`src/rtl/ibuf_mem_writer.sv`:
```
// ibuf_mem_writer: takes a (base, count) command and a beat stream, and
// issues one registered write per accepted beat into the input buffer.
// Write addresses use {row_addr, buf_id} packing, so consecutive beats
// alternate bank groups before the row advances.
module ibuf_mem_writer #(
  parameter  int unsigned MEM_DATA_WIDTH = 64,
  parameter  int unsigned ARRAY_N        = 8,
  parameter  int unsigned DATA_WIDTH     = 16,
  parameter  int unsigned BUF_ADDR_WIDTH = 10,
  localparam int unsigned GROUP_SIZE     = MEM_DATA_WIDTH / DATA_WIDTH,
  localparam int unsigned GROUP_ID_W     = (GROUP_SIZE == 1) ? 0 : $clog2(GROUP_SIZE),
  localparam int unsigned BUF_ID_W       = $clog2(ARRAY_N) - GROUP_ID_W,
  localparam int unsigned MEM_ADDR_WIDTH = BUF_ADDR_WIDTH + BUF_ID_W,
  localparam int unsigned NUM_W          = MEM_ADDR_WIDTH + 1
) (
  input  logic                      clk,
  input  logic                      reset,
  input  logic                      cmd_valid,
  output logic                      cmd_ready,
  input  logic [MEM_ADDR_WIDTH-1:0] cmd_base_addr,
  input  logic [NUM_W-1:0]          cmd_num_words,
  input  logic                      s_valid,
  output logic                      s_ready,
  input  logic [MEM_DATA_WIDTH-1:0] s_data,
  input  logic                      s_last,
  output logic                      mem_write_req,
  output logic [MEM_ADDR_WIDTH-1:0] mem_write_addr,
  output logic [MEM_DATA_WIDTH-1:0] mem_write_data,
  output logic                      busy,
  output logic                      done,
  output logic                      err
);

  typedef enum logic [1:0] {
    ST_IDLE = 2'd0,
    ST_XFER = 2'd1,
    ST_DONE = 2'd2
  } state_e;

  state_e                    state_q, state_d;

  logic [MEM_ADDR_WIDTH-1:0] addr_cnt_q, addr_cnt_d;
  logic [NUM_W-1:0]          rem_cnt_q,  rem_cnt_d;

  logic                      wr_req_q,   wr_req_d;
  logic [MEM_ADDR_WIDTH-1:0] wr_addr_q,  wr_addr_d;
  logic [MEM_DATA_WIDTH-1:0] wr_data_q,  wr_data_d;
  logic                      done_q,     done_d;
  logic                      err_q,      err_d;
  logic                      busy_q,     busy_d;
  logic                      cmd_rdy_q,  cmd_rdy_d;
  logic                      s_rdy_q,    s_rdy_d;

  logic                      cmd_acc_c;
  logic                      beat_acc_c;
  logic                      last_beat_c;

  // Handshake qualifiers: commands only in IDLE, beats only in XFER.
  assign cmd_acc_c   = (state_q == ST_IDLE) && cmd_valid;
  assign beat_acc_c  = (state_q == ST_XFER) && s_valid;
  assign last_beat_c = (rem_cnt_q == NUM_W'(1));

  // State register.
  always_ff @(posedge clk or negedge reset) begin
    if (!reset) begin
      state_q <= ST_IDLE;
    end else begin
      state_q <= state_d;
    end
  end

  // Next-state logic; a zero-length command skips straight to DONE.
  always_comb begin
    state_d = state_q;
    unique case (state_q)
      ST_IDLE: begin
        if (cmd_valid) begin
          state_d = (cmd_num_words != NUM_W'(0)) ? ST_XFER : ST_DONE;
        end
      end
      ST_XFER: begin
        if (beat_acc_c && last_beat_c) begin
          state_d = ST_DONE;
        end
      end
      ST_DONE: begin
        state_d = ST_IDLE;
      end
      default: begin
        state_d = ST_IDLE;
      end
    endcase
  end

  // Output and counter next values; status outputs track the next state
  // so they line up with the registered state.
  always_comb begin
    addr_cnt_d = addr_cnt_q;
    rem_cnt_d  = rem_cnt_q;
    wr_req_d   = 1'b0;
    wr_addr_d  = wr_addr_q;
    wr_data_d  = wr_data_q;
    err_d      = err_q;
    done_d     = (state_d == ST_DONE);
    busy_d     = (state_d != ST_IDLE);
    cmd_rdy_d  = (state_d == ST_IDLE);
    s_rdy_d    = (state_d == ST_XFER);

    if (cmd_acc_c) begin
      addr_cnt_d = cmd_base_addr;
      rem_cnt_d  = cmd_num_words;
      err_d      = 1'b0;
    end

    if (beat_acc_c) begin
      wr_req_d   = 1'b1;
      wr_addr_d  = addr_cnt_q;
      wr_data_d  = s_data;
      addr_cnt_d = addr_cnt_q + MEM_ADDR_WIDTH'(1);
      rem_cnt_d  = rem_cnt_q - NUM_W'(1);
      // Marker mismatch is flagged but never changes the transfer length.
      if (s_last != last_beat_c) begin
        err_d = 1'b1;
      end
    end
  end

  // Datapath and output registers.
  always_ff @(posedge clk or negedge reset) begin
    if (!reset) begin
      addr_cnt_q <= '0;
      rem_cnt_q  <= '0;
      wr_req_q   <= 1'b0;
      wr_addr_q  <= '0;
      wr_data_q  <= '0;
      done_q     <= 1'b0;
      err_q      <= 1'b0;
      busy_q     <= 1'b0;
      cmd_rdy_q  <= 1'b1;
      s_rdy_q    <= 1'b0;
    end else begin
      addr_cnt_q <= addr_cnt_d;
      rem_cnt_q  <= rem_cnt_d;
      wr_req_q   <= wr_req_d;
      wr_addr_q  <= wr_addr_d;
      wr_data_q  <= wr_data_d;
      done_q     <= done_d;
      err_q      <= err_d;
      busy_q     <= busy_d;
      cmd_rdy_q  <= cmd_rdy_d;
      s_rdy_q    <= s_rdy_d;
    end
  end

  assign mem_write_req  = wr_req_q;
  assign mem_write_addr = wr_addr_q;
  assign mem_write_data = wr_data_q;
  assign done           = done_q;
  assign err            = err_q;
  assign busy           = busy_q;
  assign cmd_ready      = cmd_rdy_q;
  assign s_ready        = s_rdy_q;

endmodule

```
`config.mk`:
```
export PLATFORM = sky130hd
export DESIGN_NAME = ibuf_mem_writer
export DESIGN_NICKNAME = d
export VERILOG_FILES = /design/src/rtl/ibuf_mem_writer.sv
export SDC_FILE = /design/constraint.sdc
export NUM_CORES = 1
export LEC_CHECK = 0
export CORE_ASPECT_RATIO = 0.7
export CORE_MARGIN = 2
export CORE_UTILIZATION = 39
export CTS_BUF_LIST = sky130_fd_sc_hd__clkbuf_4 sky130_fd_sc_hd__clkbuf_8 sky130_fd_sc_hd__clkbuf_16
export CTS_CLUSTER_DIAMETER = 50
export DETAILED_ROUTE_END_ITERATION = 10
export PLACE_DENSITY = 0.76
export SETUP_SLACK_MARGIN = 0.2
export SLEW_MARGIN = 30
export SYNTH_ARGS = -nofsm -noshare
export SYNTH_HDL_FRONTEND = slang
export SYNTH_SLANG_ARGS = --single-unit
export TNS_END_PERCENT = 10
```
`constraint.sdc`:
```
create_clock -name clk -period 1.64 [get_ports clk]
set_clock_uncertainty 0.05 [all_clocks]
set_input_delay 0.246 -clock clk [delete_from_list [all_inputs] [get_ports clk]]
set_output_delay 0.246 -clock clk [all_outputs]
set_load 0.02 [all_outputs]
```
=== Word-level counts from Yosys, hierarchy flattened ===
Cells that the tools add are included.

* Flip-flop bits (word level): 106
* Bits of input ports: 92
* Output and inout bits: 81
* Word-level logic and storage cells: 38

* Add/sub/neg operators: 2
* Equal/unequal tests: 5
* Multiplexer cells: 12
* Reduce and logical (&&, ||, !) cells: 8

{| class="wikitable"
|+ Operators with widths
! operator !! count
|-
| $mux W12 || 2
|-
| $mux W11 || 2
|-
| $eq A12 B1 Y1 const B || 1
|-
| $reduce_bool A12 Y1 || 1
|-
| $sub A12 B1 Y12 const B || 1
|-
| $add A11 B1 Y11 const B || 1
|-
| $mux W2 || 3
|-
| $eq A2 B1 Y1 const B || 2
|-
| $logic_not A2 Y1 || 2
|-
| $mux W1 || 4
|-
| $pmux W2 S2 || 1
|-
| $reduce_bool A2 Y1 || 2
|-
| $logic_and A1 B1 Y1 || 3
|-
| $eq A2 B2 Y1 const B || 1
|-
| $ne A1 B1 Y1 || 1
|}

=== Logic depth before layout (Yosys ltp) ===
* Word-level depth: 6
* Mapped depth: 7
* Gate-level depth less buffers: 6

=== Worst setup path after synthesis ===
OpenSTA, ideal clock, no wires.

* Path type: reg-to-reg
* From: register rem_cnt_q[4]
* To: register s_rdy_q (netlist: s_ready)
* Setup time: 122 ps
* Arrival time: 1522 ps
* Data required time: 1468 ps
* Slack: -53 ps
* Cell stages (with the launch flop): 5
* Buffers on the path: 0
* Period minus slack after synthesis: 1693 ps
* Cells stage by stage: dfrtp_1 > nor3_2 > nand3_2 > or4_4 > a32o_1

* Word-level cells in the longest chain between the ends: 5

{| class="wikitable"
|+ RTL lines
! item !! line !! text
|-
| from (decl) || 43 || <nowiki>logic [NUM_W-1:0] rem_cnt_q, rem_cnt_d;</nowiki>
|-
| from (signal assigned) || 143 || <nowiki>rem_cnt_q <= rem_cnt_d;</nowiki>
|-
| $eq A12 B1 Y1 || 61 || <nowiki>assign last_beat_c = (rem_cnt_q == NUM_W'(1));</nowiki>
|-
| $logic_and A1 B1 Y1 || 82 || <nowiki>if (beat_acc_c && last_beat_c) begin</nowiki>
|-
| $mux W2 || 82 ||
|-
| $pmux W2 S2 || 75 || <nowiki>unique case (state_q)</nowiki>
|-
| $eq A2 B1 Y1 || 107 || <nowiki>s_rdy_d = (state_d == ST_XFER);</nowiki>
|-
| net s_rdy_d || 52 || <nowiki>logic s_rdy_q, s_rdy_d;</nowiki>
|-
| to (signal assigned) || 151 || <nowiki>s_rdy_q <= s_rdy_d;</nowiki>
|-
| to (decl) || 52 ||
|}

The timed path passes the listed nets, and every way through them passes these cells.
A chain may end at the register's enable or synchronous reset.

=== Worst setup path after layout ===
* From: register rem_cnt_q[1]
* To: register rem_cnt_q[6]

* Word-level cells in the longest chain between the ends: 2

{| class="wikitable"
|+ RTL lines
! item !! line !! text
|-
| $sub A12 B1 Y12 || 120 || <nowiki>rem_cnt_d = rem_cnt_q - NUM_W'(1);</nowiki>
|-
| $mux W12 || 115 || <nowiki>if (beat_acc_c) begin</nowiki>
|}

No other way between the ends.

==> impl_metrics.json <==
{
  "outcome": "finished, violations left",
  "violations": "setup timing",
  "insertion_delay_ns": 0.35,
  "min_path_type": "in -> async",
  "yosysUniqueCellTypes": 42,
  "worst_slew_pin_slew_ns": 0.363,
  "yosysWarnings": 0,
  "yosys.area.top_type": "dfrtp_1",
  "first_pass_iters": 5,
  "clk_pin_slew_worst_paths_ns": 0.08,
  "cap_violations": 0,
  "antenna_found_initial": 0,
  "path_class": "reg -> reg",
  "syn_avg_cell_area_um2": 9.14,
  "cts_sinks": 106,
  "r2r_start": "rem_cnt_q[1]$_DFFE_PN0P_",
  "die_h_um": 92.8,
  "critPathLaunch": "rem_cnt_q[1]$_DFFE_PN0P_",
  "ys_top_cells_by_area": "dfrtp_1, nand2_1, a211oi_1, nor2_1, nor3_1",
  "antenna_left": 0,
  "r2r-end": "rem_cnt_q[6]$_DFFE_PN0P_",
  "h-tree-depth": 3,
  "numCtsBuffers": 9,
  "io_buffers": 172,
  "gp_congestion": 0.874,
  "combPwrFrac": 0.485,
  "slew_viol_final": 0,
  "drc": 0,
  "p_switching_mw": 5.25,
  "rsz0062_at_grt": "yes",
  "critPathMaxFanout": 3,
  "wl_um": 15800,
  "final_cells": 865,
  "ys.flop_type": "dfrtp_1",
  "finish.utilization": 0.730,
  "synth_edf_count": 0,
  "rows": 32,
  "cts_buffer_depth": 2,
  "slew_headroom": 0.756,
  "hold_slack_ns": 0.202,
  "syn_inst": 481,
  "via_count": 4487,
  "p_per_area_nw_per_um2": 1560,
  "cp-start-kind": "register",
  "fin_nets": 802,
  "reg2regPathDepth": 6,
  "layout_min_cycle_time_ns": 1.76,
  "synth_top_area_frac": 0.598,
  "grt.total_usage": 0.233,
  "netlist_area_um2": 4400,
  "dp_hpwl_um": 9140,
  "final.period_utilization": 1.07,
  "top_usage_layer": "met2",
  "fin_ws_ns": -0.119,
  "grt.overflow.total": 0,
  "netSwitchingFraction": 0.419,
  "ctsRootBufferMaster": "clkbuf_16",
  "cts_tree": "done",
  "cp_data_required_time_ns": 1.83,
  "clockPowerShare": 0.167,
  "r2r_setup_slack_ns": -0.12,
  "p_total_mw": 12.5,
  "grtUsageMet2": 0.377,
  "crit_end": "rem_cnt_q[6]$_DFFE_PN0P_",
  "met1_usage": 0.298,
  "layout-drive-gt1-share": 0.375,
  "dpl.cell_count": 824,
  "end_kind": "register",
  "static-leakage-power_nw": 3.85,
  "use_met3": 0.0734,
  "fmax_mhz": 569,
  "ys_async_sr_fraction": 1.00,
  "synthesis.nets": 576,
  "internal_power_mw": 7.27,
  "core_um2": 11000,
  "grt_pass1_wl_um": 21900,
  "initial_utilization": 0.399,
  "dpl_cell_area_um2": 6610,
  "antenna-diode-count": 0,
  "fp.dieW_um": 131,
  "setup_tns_ns": -0.184,
  "syn_to_final_growth_pct": 82.9,
  "final.fill_count": 741,
  "arrival_ns": 1.95,
  "viasPerCell": 5.19,
  "grt_start_max_net_pins": 52,
  "ys_seq_area_frac": 0.604,
  "drt_iter0_drc": 279,
  "fin_area_um2": 8040,
  "hold_violations": 0,
  "ir_drop_v": 0.000707,
  "setup_violations": 4,
  "preCtsSetupSlack_ns": -0.304,
  "seqPwrFrac": 0.349,
  "ios": 173,
  "first_global_vias": 4413,
  "wl_per_cell_um": 18.3,
  "ys_ff_latch": 106,
  "die_area_um2": 12100
}
## cell type report
class | count | area (um^2) | share of cell area
Inverter | 7 | 36.3 | 0.00451
Clock inverter | 7 | 53.8 | 0.00669
Timing Repair Buffer | 238 | 2410 | 0.300
Sequential cell | 106 | 2660 | 0.331
Multi-Input combinational cell | 345 | 2460 | 0.306
Clock buffer | 9 | 225 | 0.0280
Tap cell | 153 | 191 | 0.0238
## state kept, by name, indices dropped and copies added, names as in the netlist
signal          cells
addr_cnt_q         11
busy                1
cmd_ready           1
done                1
err                 1
mem_write_addr     11
mem_write_data     64
mem_write_req       1
rem_cnt_q          12
s_ready             1
state_q             2
## critical path, cell delays in order (launching register included)
cell and delay (ns):
dfrtp_1 0.42, inv_2 0.15, ha_4 0.15, nand4b_1 0.15, nor4b_2 0.36, nor3_1 0.11
a211oi_1 0.25
## worst min-delay path by stage
| stage | cells past startpoint | slack (ns) | endpoint |
|---|---|---|---|
| after detailed placement | 1 | 0.03 | rem_cnt_q[8]$_DFFE_PN0P_ |
| after global placement | 1 | 0.03 | rem_cnt_q[8]$_DFFE_PN0P_ |
| final | 2 | 0.20 | rem_cnt_q[4]$_DFFE_PN0P_ |
| after floorplan | 0 | -0.1 | addr_cnt_q[0]$_DFFE_PN0P_ |
| after global routing | 2 | 0.22 | rem_cnt_q[4]$_DFFE_PN0P_ |
| after CTS | 2 | 0.19 | rem_cnt_q[4]$_DFFE_PN0P_ |
## per-layer routing
metal | up-vias | share of wire | wire (um)
met1 | 2210 | 0.41 | 6470
met3 | 32 | 0.072 | 1140
met4 | 0 | 0.021 | 330
li1 | 2050 | - | -
met5 | - | 0 | 0
met2 | 195 | 0.50 | 7890
## cells in the mapped netlist, types with 5 or more instances
master / instances
a211oi_1: 7
buf_1: 7
buf_2: 8
clkbuf_1: 8
dfrtp_1: 105
inv_1: 7
nand2_1: 237
nand3_1: 8
nor2_1: 14
nor3_1: 9
nor4_1: 5
o21ai_0: 9
o22ai_1: 7
## power groups by stage
stage	registers (mW)	clock network [mW]	logic, mW
4_1_cts	4.18	2.12	4.89
6_report	4.37	2.09	6.07
2_1_floorplan	4.88	0	1.61
3_5_place_dp	4.18	0	4.75
5_1_grt	4.47	2.25	6.44
3_3_place_gp	4.13	0	4.61
## cell usage in the layout (no fill, tap or decap), drive strengths merged, types with 2 or more instances in the layout
cell type        n
ha               3
clkinvlp         2
nand2          238
or4              3
nor4             5
dfrtp          105
o311ai           3
nor3            10
a311oi           2
clkbuf          15
nand4b           3
buf             60
nor2            15
nand3            9
a31oi            3
nand4            4
dlygate4sd2     79
clkdlybuf4s15    2
clkdlybuf4s50   90
o22ai            7
a21oi            3
nor3b            2
a211oi           7
a32o             2
clkinv           3
a221o            3
o211ai           4
inv              9
and3             2
o21ai            9
## what timing repair did
item | in CTS | in global routing
gates resized for setup | 211 | 142
endpoints found under the setup margin | 163 | 101
setup buffers | 4 | 14
pin swaps | 145 | 144
endpoints found under the hold margin | 105 | 0
gates cloned | 0 | 6
hold buffers | 1 | 0
## kinds of logic after synthesis
kind of cell             share of synthesized area
AO/OA/AOI/OAI                               0.0766
XOR/XNOR                                   0.00199
adder cells (fa/ha/maj)                    0.00854
buffers and inverters                       0.0279
flip-flops                                   0.604
AND/OR/NAND/NOR                              0.281
Note: power is estimated with default switching activity, not from simulation.
